==> src/rtl/fifo_stream_reader_if.sv <==
// Streaming output bundle of fifo_stream_reader.
//   out_valid / out_ready : word handshake, transfer when both are high
//   out_data              : stream word
//   out_sop / out_eop     : first / last word of a packet, qualified by out_valid
//   word_idx              : position of the head word within its packet
// master = word producer (the reader), slave = downstream consumer.
interface fifo_stream_reader_if #(
  parameter int unsigned DWIDTH = 8,
  parameter int unsigned CWIDTH = 2
);

  logic              out_valid;
  logic              out_ready;
  logic [DWIDTH-1:0] out_data;
  logic              out_sop;
  logic              out_eop;
  logic [CWIDTH-1:0] word_idx;

  modport master (
    output out_valid,
    output out_data,
    output out_sop,
    output out_eop,
    output word_idx,
    input  out_ready
  );

  modport slave (
    input  out_valid,
    input  out_data,
    input  out_sop,
    input  out_eop,
    input  word_idx,
    output out_ready
  );

endinterface

==> src/rtl/fifo_stream_reader.sv <==
// Drains a synchronous FIFO (read data registered one cycle after rd) and
// presents the words on a valid/ready stream framed into PKT_LEN-word packets.
// A two-entry skid buffer absorbs the FIFO read latency so that one word per
// clock is sustained while the consumer is ready.
// Ports:
//   clk_i         : clock, rising edge
//   srst_n_i      : synchronous reset, active-low
//   fifo_empty_i  : FIFO empty flag (registered in the FIFO)
//   fifo_rd_o     : FIFO read request
//   fifo_rddata_i : FIFO read data, valid the cycle after fifo_rd_o
//   strm          : stream output (valid/ready, data, sop/eop, word index)
module fifo_stream_reader #(
  parameter int unsigned DWIDTH  = 8,
  parameter int unsigned PKT_LEN = 4,
  parameter int unsigned CWIDTH  = (PKT_LEN > 1) ? $clog2(PKT_LEN) : 1
) (
  input  logic                  clk_i,
  input  logic                  srst_n_i,
  input  logic                  fifo_empty_i,
  output logic                  fifo_rd_o,
  input  logic [DWIDTH-1:0]     fifo_rddata_i,
  fifo_stream_reader_if.master  strm
);

  localparam logic [CWIDTH-1:0] LAST_IDX = CWIDTH'(PKT_LEN - 1);

  logic [DWIDTH-1:0] sk0_q, sk1_q, sk0_d, sk1_d;
  logic [1:0]        bcnt_q, bcnt_d;
  logic              inflight_q;
  logic [CWIDTH-1:0] wcnt_q, wcnt_d;
  logic              valid;
  logic              pop;
  logic [2:0]        credit;

  assign valid = (bcnt_q != 2'd0);
  assign pop   = valid & strm.out_ready;

  // Free slots once this cycle's pop is accounted for; an inflight word
  // already owns a slot, so occupancy can never exceed two.
  assign credit    = 3'd2 - 3'(bcnt_q) - 3'(inflight_q) + 3'(pop);
  assign fifo_rd_o = srst_n_i & ~fifo_empty_i & (credit != 3'd0);

  // Next skid contents: shift out on pop, then append the returning word.
  always_comb begin
    sk0_d  = sk0_q;
    sk1_d  = sk1_q;
    bcnt_d = bcnt_q;
    wcnt_d = wcnt_q;
    if (pop) begin
      sk0_d  = sk1_q;
      bcnt_d = bcnt_q - 2'd1;
      wcnt_d = (wcnt_q == LAST_IDX) ? '0 : wcnt_q + CWIDTH'(1);
    end
    if (inflight_q) begin
      if (bcnt_d == 2'd0) begin
        sk0_d = fifo_rddata_i;
      end else begin
        sk1_d = fifo_rddata_i;
      end
      bcnt_d = bcnt_d + 2'd1;
    end
  end

  // State registers.
  always_ff @(posedge clk_i) begin
    if (!srst_n_i) begin
      sk0_q      <= '0;
      sk1_q      <= '0;
      bcnt_q     <= 2'd0;
      inflight_q <= 1'b0;
      wcnt_q     <= '0;
    end else begin
      sk0_q      <= sk0_d;
      sk1_q      <= sk1_d;
      bcnt_q     <= bcnt_d;
      inflight_q <= fifo_rd_o;
      wcnt_q     <= wcnt_d;
    end
  end

  // Stream outputs come straight from state; framing flags are valid-qualified.
  assign strm.out_valid = valid;
  assign strm.out_data  = sk0_q;
  assign strm.out_sop   = valid & (wcnt_q == '0);
  assign strm.out_eop   = valid & (wcnt_q == LAST_IDX);
  assign strm.word_idx  = wcnt_q;

endmodule

==> src/flat_wrapper.sv <==
// flat-port wrapper written by rule: the top's interface ports become plain ports
module fifo_stream_reader_flat 
#(
  parameter int unsigned DWIDTH  = 8,
  parameter int unsigned PKT_LEN = 4,
  parameter int unsigned CWIDTH  = (PKT_LEN > 1) ? $clog2(PKT_LEN) : 1
)
  (clk_i, srst_n_i, fifo_empty_i, fifo_rd_o, fifo_rddata_i, strm_out_valid, strm_out_data, strm_out_sop, strm_out_eop, strm_word_idx, strm_out_ready);
  fifo_stream_reader_if #(.DWIDTH(DWIDTH), .CWIDTH(CWIDTH)) strm_i ();
  input  logic clk_i;
  input  logic srst_n_i;
  input  logic fifo_empty_i;
  output logic fifo_rd_o;
  input  logic [DWIDTH-1:0] fifo_rddata_i;
  output wire logic [$bits(strm_i.out_valid)-1:0] strm_out_valid;
  output wire logic [$bits(strm_i.out_data)-1:0] strm_out_data;
  output wire logic [$bits(strm_i.out_sop)-1:0] strm_out_sop;
  output wire logic [$bits(strm_i.out_eop)-1:0] strm_out_eop;
  output wire logic [$bits(strm_i.word_idx)-1:0] strm_word_idx;
  input wire logic [$bits(strm_i.out_ready)-1:0] strm_out_ready;
  assign strm_out_valid = strm_i.out_valid;
  assign strm_out_data = strm_i.out_data;
  assign strm_out_sop = strm_i.out_sop;
  assign strm_out_eop = strm_i.out_eop;
  assign strm_word_idx = strm_i.word_idx;
  assign strm_i.out_ready = strm_out_ready;
  fifo_stream_reader #(.DWIDTH(DWIDTH), .PKT_LEN(PKT_LEN), .CWIDTH(CWIDTH)) u_core (.clk_i(clk_i), .srst_n_i(srst_n_i), .fifo_empty_i(fifo_empty_i), .fifo_rd_o(fifo_rd_o), .fifo_rddata_i(fifo_rddata_i), .strm(strm_i));
endmodule
==> config.mk <==
export PLATFORM = sky130hd
export DESIGN_NAME = fifo_stream_reader_flat
export DESIGN_NICKNAME = d
export VERILOG_FILES = /design/src/rtl/fifo_stream_reader_if.sv /design/src/rtl/fifo_stream_reader.sv /design/src/flat_wrapper.sv
export SDC_FILE = /design/constraint.sdc
export NUM_CORES = 1
export LEC_CHECK = 0
export ABC_CLOCK_PERIOD_IN_PS = 2800
export BUFFER_PORTS_ARGS = -buffer_cell sky130_fd_sc_hd__clkbuf_2
export CAP_MARGIN = 25
export CORE_MARGIN = 2
export CORE_UTILIZATION = 30
export CTS_BUF_LIST = sky130_fd_sc_hd__clkbuf_16
export CTS_CLUSTER_DIAMETER = 100
export DETAILED_ROUTE_END_ITERATION = 12
export GPL_TIMING_DRIVEN = 0
export SLEW_MARGIN = 20
export SYNTH_ARGS = -nofsm -noshare
export SYNTH_HDL_FRONTEND = slang
export SYNTH_SLANG_ARGS = --single-unit
==> constraint.sdc <==
create_clock -name clk_i -period 2.8 [get_ports clk_i]
set_input_delay 0.56 -clock clk_i [delete_from_list [all_inputs] [get_ports clk_i]]
set_output_delay 0.56 -clock clk_i [all_outputs]
set_load 0.05 [all_outputs]
Yosys cells after proc, flatten, opt, wreduce, memory -nomap -nowiden
Cells that the tools add are included.
W data, S select, Z words.
Storage, ports and cells
  register bits: 21
  bits of input ports: 12
  output and inout bits: 14
  word-level logic and storage cells: 30
Cells by class
  $add $sub $neg: 6
  equal/unequal tests: 1
  muxes and demuxes: 6
  bitwise operators: 7
  reduce and logical (&&, ||, !) cells: 5
Operators with widths (number)
  $mux W8: 3
  $mux W2: 3
  $and A1 B1 Y1: 5
  $add A2 B1 Y2 const B: 2
  $logic_not A2 Y1: 2
  $add A3 B1 Y3: 1
  $reduce_bool A3 Y1: 1
  $sub A2 B2 Y3 const A: 1
  $sub A3 B1 Y3: 1
  $eq A2 B2 Y1 const B: 1
  $not A1 Y1: 2
  $reduce_and A2 Y1: 1
  $reduce_bool A2 Y1: 1
  $sub A2 B1 Y2 const B: 1

Depth between registers and ports, before layout
  depth in word-level cells: 6
  depth in mapped cells: 12

Least setup slack after synthesis
No wires, ideal clock.
  kind: reg-to-output
  start: reg u_core.bcnt_q[0]
  end: out fifo_rd_o
  data arrival time: 2.866 ns
  required time: 2.240 ns
  setup slack: -0.626 ns
  stages on the path, launching flop included: 11
  path through: dfxtp_1 > inv_1 > ha_1 > nand2b_4 > buf_6 > buf_6 > inv_1 > fa_1 > inv_1 > ha_1 > a211oi_1
On the way
  cells in the longest elaborated chain, start to end: 5
  elaborated cells on any way between the ends: 7
  classes of those cells: add/sub: 3; bitwise: 2; reduce/logical: 2
RTL lines
  from (decl): line fifo_stream_reader.sv:28  | logic [1:0] bcnt_q, bcnt_d;
  from (signal assigned): line fifo_stream_reader.sv:75  | bcnt_q <= bcnt_d;
  $reduce_bool A2 Y1: line fifo_stream_reader.sv:35  | assign valid = (bcnt_q != 2'd0);
  $and A1 B1 Y1: line fifo_stream_reader.sv:36  | assign pop = valid & strm.out_ready;
  net u_core.pop: line fifo_stream_reader.sv:32  | logic pop;
  $add A3 B1 Y3: line fifo_stream_reader.sv:40  | assign credit = 3'd2 - 3'(bcnt_q) - 3'(inflight_q) + 3'(pop);
  $reduce_bool A3 Y1: line fifo_stream_reader.sv:41  | assign fifo_rd_o = srst_n_i & ~fifo_empty_i & (credit != 3'd0);
  $and A1 B1 Y1: line fifo_stream_reader.sv:41
  to (decl): line flat_wrapper.sv:13  | output logic fifo_rd_o;
The timed path passes the listed nets, and every way through them passes these cells.

Worst setup path in the final report
  start: reg u_core.bcnt_q[1]
  end: out fifo_rd_o
Same word-level chain as after synthesis.

==> metrics.md <==
| Metric | Value |
|---|---|
| Status | `finished, final reports clean` |
| Core Box Area | `~0.0031 mm2` |
| Crit end category | `primary output` |
| Xor and xnor area share after synthesis | `less than 1%` |
| Maximum vdd drop | `0.385 mV` |
| Routed WL | `~2000 um` |
| Vias | `796` |
| Synth Net Count | `120` |
| Commonest cells post-synth | `21 x dfxtp_1, 18 x mux2i_1, 13 x nor2_1` |
| Setup-failing EPs final | `0` |
| Site Rows | `20` |
| Clock Skew | `~0.0026 ns` |
| Clock Pin Slew Worst Setup and Hold Paths | `0.06 ns` |
| First-pass GRT wire length | `~3500 um` |
| Antenna violations before repair | `0` |
| Compound-Gate Fraction of Synth Area | `a little over a tenth` |
| Drt drc | `0` |
| Worst Setup Path Type | `register to primary output` |
| Netlist Area Pre-Place | `978 um2` |
| Area growth, synth to finish | `33.6%` |
| DP HPWL | `between 1500 and 2000 um` |
| Die width | `between 60 and 70 um` |
| Worst Path Required | `between 2 and 2.5 ns` |
| Leading area contributor after synthesis | `dfxtp_1` |
| Slew of the pin with the lowest slew margin | `around 0.5 ns` |
| Placer congestion estimate | `~0.69` |
| IO Pins | `26` |
| RSZ-0062 raised after global routing | `false` |
| Initial Util | `31.8%` |
| Post-synth top area share | `a little over two fifths` |
| Register area share after synthesis | `a little over two fifths` |
| Hold Path Class | `register to register` |
| Clock latency on the worst-skew pair | `between 0.2 and 0.3 ns` |
| Worst Hold Depth | `2` |
| Critical path arrival | `roughly 2.2 ns` |
| Post-synthesis average cell area | `about 9.6 um2` |
| Max Clk Rate | `368 MHz` |
| Worst setup startpoint | `u_core.bcnt_q[1]` |
| First-pass DRT Iterations | `2` |
| Simple-Gate Fraction of Synth Area | `a little under an eighth` |
| Critical Path Start Type | `register` |
| P_leak | `about 0.00061 uW` |
| DRT iter0 DRCs | `7` |
| PwrDens | `roughly 1200 mW/mm2` |
| Num CTS Buffers | `3` |
| R2R Path End | `u_core.strm.out_data[7]` |
| Final min period | `around 2.7 ns` |
| Number of diodes | `0` |
| Post-synth EDFFs | `0` |
| Cell with the most instances after synthesis | `dfxtp_1` |
| Largest net degree at the start of global routing | `16` |
| Final Max Slew Viols | `0` |
| Max-Slew Margin vs Limit | `approximately 67%` |
| WHS | `about 0.50 ns` |
| Worst-path fanout max | `4` |
| Hold Path End | `u_core.sk1_q[1]` |
| Number of global-route vias before repair | `between 800 and 900` |
| Placed cell area | `0.00118 mm2` |
| PortBufs | `25` |
| Reg2reg setup slack | `~0.48 ns` |
| FFs w/ async S/R, synth | `0%` |
| Die area | `between 0.003 and 0.004 mm2` |
| Post-layout util | `42.5%` |
| Synth Register Bits | `21` |
| Synth Instances | `between 100 and 150` |
| CTS tree | `built` |
| Multiplexer share of the synthesized area | `between 10% and 20%` |
| Layout cells sized above 1 | `between 30 and 40%` |
| Largest family of logic cells by synthesized area | `multiplexers` |
| # clock sinks | `21` |
| Max Cap Viol | `0` |
| Via-to-Cell Ratio | `~4.5` |
| Total congestion overflow | `0` |
| Fin crit share | `slightly below 100%` |
| Post-DRT Antenna Nets | `0` |
| Top_reg_cell synth | `dfxtp_1` |
| Hold_sp | `u_core.sk1_q[1]` |
| Longest Clk Path Bufs | `2` |
| Worst R2R Path Depth | `11` |
| GRT Total Usage | `13.1%` |
| Chip height | `between 60 and 70 um` |
| H-tree depth | `1` |
| CTS root buffer | `clkbuf_16` |
| Worst R2R Start | `u_core.bcnt_q[1]` |
| Wire per inst | `11.7 um` |
| NumNets Final | `roughly 150` |
| Yosys warnings | `0` |
| Final hold vios | `0` |
| Most area-consuming cells after synthesis | `dfxtp_1 43%, mux2i_1 18%, ha_1 6.4%` |
| Cell variety after synth | `21` |
| Adder-Cell Fraction of Synth Area | `8.44%` |
| Post-Layout Inst Area | `0.00131 mm2` |
## routing by layer
layer  GRT usage, %  wire length (um)  up-vias
met3           4.20               107        5
met4           5.59                36        0
met2           25.1              1070       21
met1           12.8               841      372
met5              0                 0        -
li1               -                 -      398
## cell type report
cell class                 count  area [um2]
fill                         321        1770
multi-input combinational     67         529
clock inverter                 1        7.51
inverter                       9        33.8
tap                           44        55.1
clock buffer                   3        75.1
sequential                    21         424
timing repair buffer          27         150
buffer                         4        32.5
## flip-flops by register name, summed over array words and instances, names as in the netlist
name	flops
u_core.inflight_q	1
u_core.sk1_q	8
u_core.strm.out_data	8
u_core.bcnt_q	2
u_core.strm.word_idx	2
## where the power goes
group	leakage (uW)	switching, uW	internal (uW)	total (uW)
clock network	0.0000371	111	193	305
registers	0.000172	53.8	383	437
logic	0.000403	501	294	795
## critical path, stage by stage (launching register included)
cell and delay (ns):
dfxtp_4 0.36, inv_2 0.07, ha_4 0.13, nand2b_4 0.13, buf_12 0.09, inv_1 0.05, fa_2 0.38, inv_2 0.07
ha_4 0.20, a211oi_4 0.25, buf_8 0.18
## worst max-delay path by stage
stage	to	slack (ns)
global route	fifo_rd_o	0.005
detailed placement	fifo_rd_o	-0.11
global placement	fifo_rd_o	-0.09
finish	fifo_rd_o	0.08
CTS	fifo_rd_o	0.01
floorplan	fifo_rd_o	0.009
## through the flow
stage / total power [uW] / TNS, ns / setup slack, ns / std cells
5_1_grt: 1650 / 0 / 0.00458 / 176
6_report: 1540 / 0 / 0.0807 / 176
3_3_place_gp: 1160 / -0.0853 / -0.0853 / 171
4_1_cts: 1540 / 0 / 0.00968 / 175
3_5_place_dp: 1180 / -0.109 / -0.109 / 171
2_1_floorplan: 1030 / 0 / 0.00897 / 102
## placed cells by master (no fill, tap or decap), drive strengths merged
cell type,netlist,layout
nor2b,1,1
clkbuf,2,29
nand2,2,2
fa,1,1
a21oi,9,9
ha,5,5
and2b,2,2
clkinvlp,0,1
nand3,1,1
and2,1,1
nor2,13,13
nand2b,1,1
buf,3,5
o21ai,8,8
a31oi,1,1
or3,1,1
inv,9,9
dfxtp,21,21
xnor2,1,1
a211oi,2,2
mux2i,18,18
## cell families after synthesis
logic type / Yosys count
simple gates: 22
flops: 21
compound gates: 20
mux: 18
buf+inv: 14
fa+ha+maj: 6
xor+xnor: 1
## what timing repair did
item,CTS,global route
setup buffers,1,1
gates resized for setup,9,3
pin swaps,0,0
gates cloned,0,0
hold buffers,0,0
setup endpoints to repair,1,1
No activity file was read; power rests on OpenSTA's default activity.
